--- src/rtl/even_odd_frame_sorter_pkg.sv ---
// rtl/even_odd_frame_sorter_pkg.sv - shared types and defaults for the even/odd frame sorter
//
// Purpose: frame scheduler state encoding and default widths.
//   ST_IDLE  : waiting for start
//   ST_RUN   : accepting numbers until the frame count is exhausted
//   ST_DRAIN : input closed, waiting for both holding registers to empty
//   ST_DONE  : one-cycle completion state

package even_odd_frame_sorter_pkg;

  localparam int DEFAULT_DATA_W = 8;
  localparam int DEFAULT_CNT_W  = 8;

  typedef enum logic [1:0] {
    ST_IDLE  = 2'd0,
    ST_RUN   = 2'd1,
    ST_DRAIN = 2'd2,
    ST_DONE  = 2'd3
  } state_e;

endpackage

--- src/rtl/even_odd_frame_sorter_even_odd_check.sv ---
// rtl/even_odd_frame_sorter_even_odd_check.sv - combinational parity classifier
//
// Purpose: classify an unsigned number as even or odd from its LSB.
// Ports:
//   num  in   DATA_W  number to classify
//   even out  1       num is even
//   odd  out  1       num is odd

module even_odd_check
  import even_odd_frame_sorter_pkg::*;
#(
  parameter int DATA_W = DEFAULT_DATA_W
) (
  input  logic [DATA_W-1:0] num,
  output logic              even,
  output logic              odd
);

  // Masking keeps only bit 0 while still consuming the whole operand.
  logic [DATA_W-1:0] lsb_only;

  always_comb begin
    lsb_only = num & DATA_W'(1);
    odd      = |lsb_only;
    even     = ~odd;
  end

endmodule

--- src/rtl/even_odd_frame_sorter.sv ---
// rtl/even_odd_frame_sorter.sv - frame scheduler routing numbers to even/odd channels
//
// Purpose: accept a frame of frame_len numbers, route each into an even or odd
// one-entry holding register, count per class, pulse done at completion.
// Ports:
//   clk, rst_n                     clock, synchronous active-low reset
//   start, frame_len               frame request (sampled in IDLE only)
//   busy                           state != IDLE
//   in_valid, in_data, in_ready    number input stream
//   even_valid/data/ready          even output channel
//   odd_valid/data/ready           odd output channel
//   even_cnt, odd_cnt              per-class counts for current/last frame
//   done                           one-cycle completion pulse

module even_odd_frame_sorter
  import even_odd_frame_sorter_pkg::*;
#(
  parameter int DATA_W = DEFAULT_DATA_W,
  parameter int CNT_W  = DEFAULT_CNT_W
) (
  input  logic              clk,
  input  logic              rst_n,
  input  logic              start,
  input  logic [CNT_W-1:0]  frame_len,
  output logic              busy,
  input  logic              in_valid,
  input  logic [DATA_W-1:0] in_data,
  output logic              in_ready,
  output logic              even_valid,
  output logic [DATA_W-1:0] even_data,
  input  logic              even_ready,
  output logic              odd_valid,
  output logic [DATA_W-1:0] odd_data,
  input  logic              odd_ready,
  output logic [CNT_W-1:0]  even_cnt,
  output logic [CNT_W-1:0]  odd_cnt,
  output logic              done
);

  state_e            state_q, state_d;
  logic [CNT_W-1:0]  remaining_q, remaining_d;
  logic              even_valid_q, even_valid_d;
  logic [DATA_W-1:0] even_data_q, even_data_d;
  logic              odd_valid_q, odd_valid_d;
  logic [DATA_W-1:0] odd_data_q, odd_data_d;
  logic [CNT_W-1:0]  even_cnt_q, even_cnt_d;
  logic [CNT_W-1:0]  odd_cnt_q, odd_cnt_d;
  logic              done_q, done_d;
  logic              busy_q, busy_d;

  logic chk_even, chk_odd;
  logic even_free, odd_free, accept;

  even_odd_check #(.DATA_W(DATA_W)) u_check (
    .num  (in_data),
    .even (chk_even),
    .odd  (chk_odd)
  );

  // A slot is free if empty or being drained this cycle. in_ready requires
  // both free so acceptance never depends on the value being offered.
  assign even_free = !even_valid_q || even_ready;
  assign odd_free  = !odd_valid_q  || odd_ready;
  assign in_ready  = (state_q == ST_RUN) && even_free && odd_free;
  assign accept    = in_valid && in_ready;

  always_comb begin
    state_d      = state_q;
    remaining_d  = remaining_q;
    even_valid_d = even_valid_q;
    even_data_d  = even_data_q;
    odd_valid_d  = odd_valid_q;
    odd_data_d   = odd_data_q;
    even_cnt_d   = even_cnt_q;
    odd_cnt_d    = odd_cnt_q;

    if (even_valid_q && even_ready) even_valid_d = 1'b0;
    if (odd_valid_q && odd_ready)   odd_valid_d  = 1'b0;

    case (state_q)
      ST_IDLE: begin
        if (start) begin
          remaining_d = frame_len;
          even_cnt_d  = '0;
          odd_cnt_d   = '0;
          state_d     = (frame_len == '0) ? ST_DONE : ST_RUN;
        end
      end
      ST_RUN: begin
        if (accept) begin
          // A refill overrides the drain above, keeping valid high.
          if (chk_even) begin
            even_valid_d = 1'b1;
            even_data_d  = in_data;
            even_cnt_d   = even_cnt_q + CNT_W'(1);
          end else if (chk_odd) begin
            odd_valid_d  = 1'b1;
            odd_data_d   = in_data;
            odd_cnt_d    = odd_cnt_q + CNT_W'(1);
          end
          remaining_d = remaining_q - CNT_W'(1);
          if (remaining_q == CNT_W'(1)) state_d = ST_DRAIN;
        end
      end
      ST_DRAIN: begin
        if (even_free && odd_free) state_d = ST_DONE;
      end
      default: begin
        state_d = ST_IDLE;
      end
    endcase

    // Registered status outputs track the state being entered.
    done_d = (state_d == ST_DONE);
    busy_d = (state_d != ST_IDLE);
  end

  always_ff @(posedge clk) begin
    if (!rst_n) begin
      state_q      <= ST_IDLE;
      remaining_q  <= '0;
      even_valid_q <= 1'b0;
      even_data_q  <= '0;
      odd_valid_q  <= 1'b0;
      odd_data_q   <= '0;
      even_cnt_q   <= '0;
      odd_cnt_q    <= '0;
      done_q       <= 1'b0;
      busy_q       <= 1'b0;
    end else begin
      state_q      <= state_d;
      remaining_q  <= remaining_d;
      even_valid_q <= even_valid_d;
      even_data_q  <= even_data_d;
      odd_valid_q  <= odd_valid_d;
      odd_data_q   <= odd_data_d;
      even_cnt_q   <= even_cnt_d;
      odd_cnt_q    <= odd_cnt_d;
      done_q       <= done_d;
      busy_q       <= busy_d;
    end
  end

  assign busy       = busy_q;
  assign done       = done_q;
  assign even_valid = even_valid_q;
  assign even_data  = even_data_q;
  assign odd_valid  = odd_valid_q;
  assign odd_data   = odd_data_q;
  assign even_cnt   = even_cnt_q;
  assign odd_cnt    = odd_cnt_q;

endmodule

--- config.mk ---
export PLATFORM = sky130hd
export DESIGN_NAME = even_odd_frame_sorter
export DESIGN_NICKNAME = d
export VERILOG_FILES = /design/src/rtl/even_odd_frame_sorter_pkg.sv /design/src/rtl/even_odd_frame_sorter_even_odd_check.sv /design/src/rtl/even_odd_frame_sorter.sv
export SDC_FILE = /design/constraint.sdc
export NUM_CORES = 1
export LEC_CHECK = 0
export ABC_AREA = 0
export BUFFER_PORTS_ARGS = -buffer_cell sky130_fd_sc_hd__buf_2
export CAP_MARGIN = 20
export CORE_MARGIN = 2
export CORE_UTILIZATION = 54
export CTS_BUF_LIST = sky130_fd_sc_hd__clkbuf_4 sky130_fd_sc_hd__clkbuf_8
export DETAILED_ROUTE_END_ITERATION = 10
export PLACE_DENSITY = 0.81
export SLEW_MARGIN = 10
export SYNTH_ARGS = -nofsm -noshare
export SYNTH_HDL_FRONTEND = slang
export SYNTH_SLANG_ARGS = --single-unit
--- constraint.sdc ---
create_clock -name clk -period 1.7 [get_ports clk]
set_input_delay 0 -clock clk [delete_from_list [all_inputs] [get_ports clk]]
set_output_delay 0 -clock clk [all_outputs]
set_load 0.02 [all_outputs]
After elaboration in Yosys (flattened, before gate mapping)
Index checks and enable logic that the tools add are counted.
Storage, ports and cells
  register bits after elaboration: 45
  output and inout bits: 37
  input port bits: 22
Operators by class
  bitwise operators: 1
  eq/ne operators: 8
  add/sub/neg operators: 3
  reduce and logical (&&, ||, !) cells: 19
  multiplexer cells: 24
Operator list (count)
  two-way mux 8 bit: 7
  case mux 8 bit (2 select lines): 3
  adder 8 x 1 -> 8 bit (second input constant): 2
  two-way mux 2 bit: 5
  AND reduction 3 bit: 3
  == test 8 x 1 -> 1 bit (second input constant): 1
  logical NOT 8 bit: 1
  two-way mux 1 bit: 8
  inequality test 2 bit (second input constant): 4
  AND reduction 4 bit: 2
  subtractor 8 x 1 -> 8 bit (second input constant): 1
  logical AND 1 bit: 6
  case mux 2 bit (3 select lines): 1
  == test 2 bit (second input constant): 2
  nonzero test 2 bit: 2
  == test 2 x 1 -> 1 bit (second input constant): 1
  logical NOT 1 bit: 2
  logical NOT 2 bit: 1
  logical OR 1 bit: 2
  inverter 1 bit: 1

Longest topological paths before layout
  depth in word-level cells: 8
  gate-level depth with buffers: 6
  depth with buffers taken out: 6

Cells and area by module
A second synthesis with hierarchy kept.
Second synthesis, totals
  cells, all modules: 278
  area total of the unflattened synthesis: 2333.5 um^2
Modules (own cells, without submodules)
  even_odd_frame_sorter: times used 1, cells an instance 276, area an instance 2322.2 um^2
  even_odd_check: times used 1, cells an instance 2, area an instance 11.3 um^2

Worst setup path after synthesis
No wires, ideal clock.
  path type: flip-flop to flip-flop
  start point: register remaining_q[0]
  end point: register remaining_q[6]
  library setup time: 62 ps
  data arrival time: 1512 ps
  period minus slack after synthesis: 1574 ps
  path buffers: 0
  data required time: 1638 ps
  cell stages (with the launch flop): 6
  slack: 126 ps
  path through: dfxtp_1 inv_1 ha_1 or3b_1 or4_1 nand3_1
On the way
  word-level cells in the longest chain between the ends: 3
RTL lines
  start, declared: RTL line even_odd_frame_sorter.sv:41  | logic [CNT_W-1:0] remaining_q, remaining_d;
  start signal, assigned: RTL line even_odd_frame_sorter.sv:132  | remaining_q <= remaining_d;
  subtractor 8 x 1 -> 8 bit: RTL line even_odd_frame_sorter.sv:101  | remaining_d = remaining_q - CNT_W'(1);
  two-way mux 8 bit: RTL line even_odd_frame_sorter.sv:90  | if (accept) begin
  case mux 8 bit (2 select lines): RTL line even_odd_frame_sorter.sv:80  | case (state_q)
Every way passes these cells. The select of a mux whose other input is x is not followed.
A chain may end at the register's enable or synchronous reset.

Worst setup path in the final report
  start point: register state_q[0]
  end point: output in_ready
On the way
  word-level cells in the longest chain between the ends: 3
RTL lines
  start, declared: RTL line even_odd_frame_sorter.sv:40  | state_e state_q, state_d;
  start signal, assigned: RTL line even_odd_frame_sorter.sv:131  | state_q <= state_d;
  == test 2 x 1 -> 1 bit: RTL line even_odd_frame_sorter.sv:64  | assign in_ready = (state_q == ST_RUN) && even_free && odd_free;
  logical AND 1 bit (2 in a row): RTL line even_odd_frame_sorter.sv:64
  end, declared: RTL line even_odd_frame_sorter.sv:28  | output logic in_ready,
Every way passes these cells.

==> flow_summary.json <==
{
  "fin_total_pwr_mw": 2.52,
  "p_int_mw": 1.88,
  "cts_buffers": 5,
  "critPathLaunch": "state_q[0]",
  "vias": 2234,
  "required_ns": 1.70,
  "ant_nets": 0,
  "r2r_start": "state_q[1]",
  "end_kind": "output port",
  "hpwl_um": 3960,
  "synth-edff-count": 0,
  "fill_cells": 254,
  "yosysSeqAreaShare_pct": 41.7,
  "path_max_fanout": 9,
  "htree_levels": 2,
  "mostFrequentLayoutCells": "buf_2, dfxtp_1, nand2_1",
  "start_kind": "flop",
  "rows": 22,
  "synth-main-ff-cell": "dfxtp_1",
  "grt_start_max_net_pins": 18,
  "critPathKind": "reg -> out",
  "ff_latch_area_um2": 906,
  "p_per_area_nw_per_um2": 847,
  "netSwitchingPower_mw": 0.641,
  "finalHoldViolCount": 0,
  "io_pins": 59,
  "io_buffers": 57,
  "dr.pass1.iters": 4,
  "final_nets": 370,
  "regToRegSetupSlack_ns": 0.02,
  "dr.first_iter.drc_count": 228,
  "seq_power_share_pct": 44.5,
  "drc": 0,
  "core_area_um2": 3740,
  "antennaDiodeCount": 0,
  "synth_area_leader_cell": "dfxtp_1",
  "hold_class": "in -> reg",
  "clkSinkCount": 45,
  "setup_viol": 0,
  "syn_to_final_growth_pct": 37.7,
  "rr_endpoint": "even_cnt[5]",
  "p_clk_share_pct": 37.8,
  "die-area_um2": 4530,
  "track_usage_pct": 26.9,
  "totalWireLength_um": 6020,
  "timing.fmax_mhz": 593,
  "layout_commonest_cell": "buf_2",
  "antenna_found_initial": 0,
  "multi_input_area_um2": 1230,
  "grt_pass1_wl_um": 9250,
  "vias_per_cell": 5.68,
  "syn_avg_cell_area_um2": 8.51,
  "cts_buffer_depth": 2,
  "hold_start": "frame_len[0]",
  "rsz0062_at_grt": "yes",
  "ys_types": 50,
  "gp_congestion": 0.939,
  "grt_pass1_vias": 2051,
  "overflow": 0,
  "drv_cap": 0,
  "cts_tree": "done",
  "synthArstFlopShare_pct": 0,
  "insertion_delay_ns": 0.30,
  "fin_tns_setup_ns": 0,
  "arrival_ns": 1.69,
  "chipHeight_um": 67.3,
  "start_util_pct": 57.8,
  "synth-seq-cells": 45,
  "swShare_pct": 25.4,
  "post-route-worst-setup-slack_ns": 0.0128,
  "drive_gt1_share_pct": 33.6,
  "ys_top_cells_by_area": "dfxtp_1, nand2_1, mux2i_1",
  "leakagePower_nw": 1.25,
  "outcome": "finished, final reports clean",
  "clk_pin_slew_ns": 0.08,
  "synthCells": 254,
  "min_period_over_period_pct": 99.2,
  "reg2reg_depth": 7,
  "comb_power_share_pct": 17.7,
  "wl_per_cell_um": 15.3,
  "fin_crit_ns": 1.69,
  "holdPathStages": 3,
  "finClkSkew_ns": 0.00682,
  "syn_area_um2": 2160,
  "final_core_util_pct": 79.5,
  "yosys_warnings": 0,
  "pre_cts_slack_ns": -0.00970,
  "hold_end": "remaining_q[0]",
  "die_w_um": 67.3,
  "peakVddDrop_mv": 0.829,
  "synth_fp_nets": 280,
  "cts_root_buf": "clkbuf_8",
  "synth_top_area_share_pct": 41.7,
  "finalMaxSlewViolations": 0
}
## synth_stat cells, types with 3 or more instances
master / n
buf_2: 7
nor2_1: 22
o31ai_1: 3
o211ai_1: 4
or3_1: 10
o21ai_0: 8
inv_1: 3
a21boi_1: 3
nand4_1: 5
a21boi_0: 5
a21oi_2: 3
o21ai_1: 3
dfxtp_1: 45
nand2b_1: 3
clkbuf_1: 5
a31oi_1: 4
and3_1: 4
nor2b_1: 4
or4_1: 3
nor3_1: 6
mux2i_1: 9
ha_1: 4
a21oi_1: 17
nand2_1: 30
nand3_1: 12
## critical path, stage by stage (launching register included)
cell and delay (ns):
dfxtp_1 0.36, buf_4 0.17, buf_4 0.17, nand2b_2 0.14, buf_4 0.19, nor3_1 0.18, buf_4 0.17
## what timing repair did
item,4_1_cts,5_1_grt
gates resized for setup,2,16
hold buffers,10,0
buffers inserted,0,8
endpoints found under the setup margin,6,19
hold endpoints to repair,16,0
pin swaps,0,12
## layout make-up
cell class / count / area share (%)
timing repair buffer: 97 / 21.3
multi-input combinational: 191 / 41.3
inverter: 4 / 0.504
tap: 48 / 2.02
clock buffer: 5 / 2.31
sequential: 45 / 30.4
clock inverter: 3 / 2.18
## logic make-up (layout without fill, tap and decap cells)
family / count (synthesis) / after routing / share of synthesized area, %
AND/OR/NAND/NOR: 114 / 114 / 28.1
AO/OA/AOI/OAI: 61 / 61 / 18.9
flip-flops: 45 / 45 / 41.7
buffers and inverters: 18 / 109 / 3.88
multiplexers: 9 / 9 / 4.17
adder cells (fa/ha/maj): 4 / 4 / 2.31
XOR/XNOR: 2 / 2 / 0.810
other: 1 / 1 / 0.173
## power by group through the flow
stage | registers [mW] | clock network (mW) | logic, mW
after detailed placement | 1.14 | 0 | 0.375
after floorplan | 1.16 | 0 | 0.208
after CTS | 1.12 | 0.956 | 0.399
final | 1.12 | 0.954 | 0.447
after global placement | 1.14 | 0 | 0.368
after global routing | 1.13 | 1.00 | 0.485
## per-layer routing
metal | global-route usage [%] | share of wire [%] | vias up
met5 | 0 | 0 | -
met4 | 9.18 | 1.1 | 0
met3 | 6.33 | 5.4 | 8
met2 | 47.6 | 51 | 73
met1 | 31.7 | 42 | 1057
li1 | - | - | 1096
## registers in the layout (all words and copies together) (netlist names)
register / count
even_cnt: 8
odd_cnt: 8
odd_data: 8
remaining_q: 8
even_data: 7
state_q: 2
busy: 1
done: 1
even_valid: 1
odd_valid: 1
## stage by stage
stage / std cells / hold slack, ns / cell area (um2)
floorplan: 254 / 0.136 / 2160
global placement: 367 / 0.252 / 2620
detailed placement: 367 / 0.265 / 2620
CTS: 385 / 0.0106 / 2860
global route: 393 / 0.0295 / 2980
finish: 393 / 0.00986 / 2980
## how the worst max path moves through the flow
stage	cells past startpoint	slack [ns]	endpoint
finish	6	0.01	in_ready
global route	6	-0.05	remaining_q[0]
CTS	6	0.002	even_cnt[7]
detailed placement	4	-0.01	odd_cnt[6]
global placement	4	0.07	odd_cnt[7]
floorplan	5	0.13	remaining_q[6]
No activity file was read; power rests on OpenSTA's default activity.
